File: src/rtl/ram_access_arbiter.sv
// Shares one byte-lane RAM port between instruction fetch and load/store, with alignment checks.
// Optional fetch-starvation limit enabled by defining RAM_ARB_FAIRNESS_EN.
module ram_access_arbiter #(
    parameter int unsigned ADDR_WIDTH     = 10,
    parameter int unsigned FETCH_MAX_WAIT = 2
) (
    input  logic                  clk_i,
    input  logic                  rst_ni,

    input  logic                  if_req_i,
    input  logic [ADDR_WIDTH-1:0] if_addr_i,
    output logic                  if_gnt_o,
    output logic                  if_rvalid_o,
    output logic [31:0]           if_rdata_o,
    output logic                  if_err_o,

    input  logic                  d_req_i,
    input  logic                  d_we_i,
    input  logic [1:0]            d_size_i,
    input  logic [ADDR_WIDTH-1:0] d_addr_i,
    input  logic [31:0]           d_wdata_i,
    output logic                  d_gnt_o,
    output logic                  d_rvalid_o,
    output logic [31:0]           d_rdata_o,
    output logic                  d_err_o,

    output logic [1:0]            ram_size_o,
    output logic                  ram_we_o,
    output logic [ADDR_WIDTH-1:0] ram_addr_o,
    output logic [31:0]           ram_wdata_o,
    input  logic [31:0]           ram_rdata_i
);

    typedef enum logic {StIdle, StBusy} state_e;

    state_e                  state_q;
    logic                    owner_fetch_q;
    logic                    busy_err_q;
    logic                    busy_load_q;
    logic                    ram_we_q;
    logic [1:0]              ram_size_q;
    logic [ADDR_WIDTH-1:0]   ram_addr_q;
    logic [31:0]             ram_wdata_q;
    logic                    if_rvalid_q, d_rvalid_q;
    logic                    if_err_q, d_err_q;
    logic [31:0]             if_rdata_q, d_rdata_q;

    logic                    idle;
    logic                    fetch_first;
    logic                    grant_d, grant_f;
    logic                    d_illegal, f_illegal;
    logic                    acc_err;
    logic [31:0]             resp_data;

`ifdef RAM_ARB_FAIRNESS_EN
    localparam int unsigned CntW = $clog2(FETCH_MAX_WAIT + 1) + 1;
    logic [CntW-1:0] fair_cnt_q;
`endif

    always_comb begin
        fetch_first = 1'b0;
`ifdef RAM_ARB_FAIRNESS_EN
        fetch_first = (fair_cnt_q == CntW'(FETCH_MAX_WAIT));
`endif
        // Grants are combinational but suppressed while reset is held.
        idle    = (state_q == StIdle) && rst_ni;
        grant_d = idle && d_req_i && !(fetch_first && if_req_i);
        grant_f = idle && if_req_i && !grant_d;

        unique case (d_size_i)
            2'b00:   d_illegal = 1'b0;
            2'b01:   d_illegal = d_addr_i[0];
            2'b10:   d_illegal = |d_addr_i[1:0];
            default: d_illegal = 1'b1;
        endcase
        f_illegal = |if_addr_i[1:0];
        acc_err   = grant_d ? d_illegal : f_illegal;

        resp_data = (busy_err_q || !busy_load_q) ? 32'h0 : ram_rdata_i;
    end

    always_ff @(posedge clk_i) begin
        if (!rst_ni) begin
            state_q       <= StIdle;
            owner_fetch_q <= 1'b0;
            busy_err_q    <= 1'b0;
            busy_load_q   <= 1'b0;
            ram_we_q      <= 1'b0;
            ram_size_q    <= 2'b00;
            ram_addr_q    <= '0;
            ram_wdata_q   <= 32'h0;
            if_rvalid_q   <= 1'b0;
            d_rvalid_q    <= 1'b0;
            if_err_q      <= 1'b0;
            d_err_q       <= 1'b0;
            if_rdata_q    <= 32'h0;
            d_rdata_q     <= 32'h0;
        end else begin
            if_rvalid_q <= 1'b0;
            d_rvalid_q  <= 1'b0;
            unique case (state_q)
                StIdle: begin
                    if (grant_d || grant_f) begin
                        state_q       <= StBusy;
                        owner_fetch_q <= grant_f;
                        busy_err_q    <= acc_err;
                        busy_load_q   <= grant_f || !d_we_i;
                        ram_we_q      <= grant_d && d_we_i && !d_illegal;
                        ram_size_q    <= grant_d ? d_size_i : 2'b10;
                        ram_addr_q    <= grant_d ? d_addr_i : if_addr_i;
                        ram_wdata_q   <= grant_d ? d_wdata_i : 32'h0;
                    end
                end
                StBusy: begin
                    // The RAM commits/reads at this edge; the response lands in the next cycle.
                    state_q  <= StIdle;
                    ram_we_q <= 1'b0;
                    if (owner_fetch_q) begin
                        if_rvalid_q <= 1'b1;
                        if_err_q    <= busy_err_q;
                        if_rdata_q  <= resp_data;
                    end else begin
                        d_rvalid_q <= 1'b1;
                        d_err_q    <= busy_err_q;
                        d_rdata_q  <= resp_data;
                    end
                end
                default: state_q <= StIdle;
            endcase
        end
    end

`ifdef RAM_ARB_FAIRNESS_EN
    // Counts data grants that overtook a waiting fetch.
    always_ff @(posedge clk_i) begin
        if (!rst_ni) begin
            fair_cnt_q <= '0;
        end else if (grant_d) begin
            fair_cnt_q <= if_req_i ? fair_cnt_q + CntW'(1) : '0;
        end else if (grant_f) begin
            fair_cnt_q <= '0;
        end
    end
`endif

    assign if_gnt_o    = grant_f;
    assign d_gnt_o     = grant_d;
    assign if_rvalid_o = if_rvalid_q;
    assign if_rdata_o  = if_rdata_q;
    assign if_err_o    = if_err_q;
    assign d_rvalid_o  = d_rvalid_q;
    assign d_rdata_o   = d_rdata_q;
    assign d_err_o     = d_err_q;
    assign ram_size_o  = ram_size_q;
    assign ram_we_o    = ram_we_q;
    assign ram_addr_o  = ram_addr_q;
    assign ram_wdata_o = ram_wdata_q;

endmodule

File: config.mk
export PLATFORM = sky130hd
export DESIGN_NAME = ram_access_arbiter
export DESIGN_NICKNAME = d
export VERILOG_FILES = /design/src/rtl/ram_access_arbiter.sv
export SDC_FILE = /design/constraint.sdc
export NUM_CORES = 1
export LEC_CHECK = 0
export ABC_AREA = 1
export BUFFER_PORTS_ARGS = -buffer_cell sky130_fd_sc_hd__clkbuf_2
export CAP_MARGIN = 20
export CORE_AREA = 2 2 124 126
export CTS_BUF_LIST = sky130_fd_sc_hd__clkbuf_4 sky130_fd_sc_hd__clkbuf_8 sky130_fd_sc_hd__clkbuf_16
export DETAILED_ROUTE_END_ITERATION = 7
export DIE_AREA = 0 0 126 128
export PLACE_DENSITY = 0.67
export SETUP_SLACK_MARGIN = 0.05
export SLEW_MARGIN = 10
export SYNTH_ARGS = -nofsm -noshare
export SYNTH_HDL_FRONTEND = slang
export SYNTH_SLANG_ARGS = --single-unit
File: constraint.sdc
create_clock -name clk_i -period 4.15 [get_ports clk_i]
set_clock_uncertainty 0.2 [all_clocks]
set_input_delay 0.2075 -clock clk_i [delete_from_list [all_inputs] [get_ports clk_i]]
set_output_delay 0.2075 -clock clk_i [all_outputs]
set_load 0.03 [all_outputs]
==> metrics.txt <==
via count=4666; Remaining DRCs=0; TritonCTS Sinks=117; Initial Util=29.4%; Buffers on Ports=205; TritonCTS clock tree=done; clk_lat worst skew=0.40 ns; post-synth top area share=53.7%; first-pass GRT wire length=22300 um; Nets=921; Ant. Diodes=0; worst slew pin tran=0.781 ns; TritonRoute pass-1 iters=4; Worst Path Max Fanout=37; most frequent cells in the layout=clkbuf_2 (205), nand2_1 (160), dfxtp_1 (117); initial antenna violation count=0; post-DR vias/cell=4.53; Seq cells post-synth=117; Final Max Tran Viols=0; Cell Area, Synth=4360 sq um; final period utilization=63.0%; antenna-violating nets left=0; post-route minimum period=2.61 ns; largest area contributor in the netlist=dfxtp_1; Finished Core Util=46.7%; vias in the first global route=4566; Setup crit start kind=primary input; Reg clk slew, reported paths=0.05 ns; hpwl dp=8260 um; WL per Instance=13.3 um; f_max=0.383 GHz; width of the die=126 um; most common cell after layout, fill and taps aside=clkbuf_2; Syn Nets=645; yosys warns=0; core area=14900 sq um; sequential fraction of the synthesis area=53.7%; outcome=finished clean; fillers=1417; Mapped Avg Cell Area=7.88 sq um; Setup Viol. Count Final=0; WL final=13800 um; VDD IR max=0.315 mV; maximum clock path buffer count=2; pwr/cell area=463 nW/um^2; critical path class=primary input to flop; share of layout cells above drive strength 1=29.8%; Area contributors post-synth=dfxtp_1 (54%), nand2_1 (14%), a21oi_1 (8.7%), o211ai_1 (5.7%), o21ai_0 (5.6%); total track usage=17.1%; die area=16100 sq um; Detailed Route Iter0 Violations=213; CTS root buf=clkbuf_16; Max-cap violations=0; kind of end point of the critical path=flop; Rows=45; Hold WC Path Type=primary input to flop; CP required=4.19 ns; setup TNS=0 ns; Max-slew headroom=47.8%; H-tree depth=4; Hold Fails Final Rpt=0; area delta synth->final=59.0%; Min Hold Slack=0.0366 ns; total setup buffers inserted after CTS=0; Leakage Power=3.38 nW; RSZ-0062 raised after global routing=no; height of the die=128 um; Unique masters post-synth=18; Gate Count Post-Synth=554; largest net degree at the start of global routing=72; CP Data Arrival Time=2.66 ns; post-cts sizing count=0; # IOs=206; grt total ovfl=0; RD Place Congestion=0.772; CTS Buf Count=17
[synth_stat cells (all sizes together)]
cell    number
dfxtp      117
nand4        2
nand3        7
nor2        18
o21ai       49
a21oi       76
buf         26
inv         51
clkbuf      14
nand2      160
o211ai      33
nor3         1
[state kept, by name (all words and copies together), names as in the netlist]
signal,count
if_rdata_o,32
d_rdata_o,32
ram_size_o,2
owner_fetch_q,1
if_rvalid_o,1
ram_addr_o,10
ram_wdata_o,32
busy_load_q,1
d_rvalid_o,1
busy_err_q,1
state_q,1
d_err_o,1
ram_we_o,1
if_err_o,1
[critical path, stage by stage]
cell	delay [ns]
dlygate4sd3_1	0.53
clkbuf_2	0.23
nand3_2	0.36
nand2_1	0.61
inv_2	0.44
nand2_1	0.18
a21oi_1	0.08
[repair_timing]
item / 4_1_cts / 5_1_grt
hold buffers: 88 / 0
setup endpoints to repair: 0 / 0
hold endpoints to repair: 113 / 0
[metal layers]
metal	track usage [%]	vias to the layer above	wire, um
li1	-	2368	-
met1	20.2	2127	5900
met2	29.4	158	6720
met3	5.97	13	927
met4	5.17	0	212
met5	0	-	0
[stage by stage]
stage	std cells	setup slack (ns)	cell area, sq um	power [mW]
after detailed placement	910	1.74	5440	1.70
after floorplan	554	2.84	4360	1.56
after global routing	1031	1.27	6940	3.36
after CTS	1030	1.58	6920	3.26
after global placement	910	1.80	5440	1.70
final	1031	1.54	6940	3.22
[power breakdown]
part	internal, mW	switching [mW]	total (mW)
Sequential	1.20	0.0383	1.24
Clock	0.964	0.495	1.46
Combinational	0.188	0.334	0.522
Total	2.35	0.867	3.22
[layout make-up]
| cell class | instances | area (sq um) | area share [%] |
|---|---|---|---|
| clock buffers | 24 | 503 | 7.25 |
| well taps | 188 | 235 | 3.39 |
| inverters | 51 | 191 | 2.76 |
| multi-input cells | 346 | 1620 | 23.4 |
| clock inverters | 8 | 97.6 | 1.41 |
| repair buffers | 297 | 1950 | 28.1 |
| flip-flops and latches | 117 | 2340 | 33.7 |
[worst paths after layout]
path	from	end	slack, ns	depth (start not counted)
setup reg to reg	state_q$_SDFF_PP0_	ram_wdata_o[27]$_SDFFE_PN0P_	1.70	6
setup / recovery	rst_ni	ram_wdata_o[27]$_SDFFE_PN0P_	1.54	7
hold / removal	d_addr_i[0]	ram_addr_o[0]$_SDFFE_PN0P_	0.04	5
hold reg to reg	ram_wdata_o[9]$_SDFFE_PN0P_	ram_wdata_o[9]$_SDFFE_PN0P_	0.26	2
[cell families (layout without fill, tap and decap cells)]
kind of cell    after synthesis  after routing  synth area share (%)
compound gates              158            158                  20.0
buf+inv                      91            380                  9.35
flops                       117            117                  53.7
simple gates                188            188                  17.0
Power figures use the tool's default switching activity.
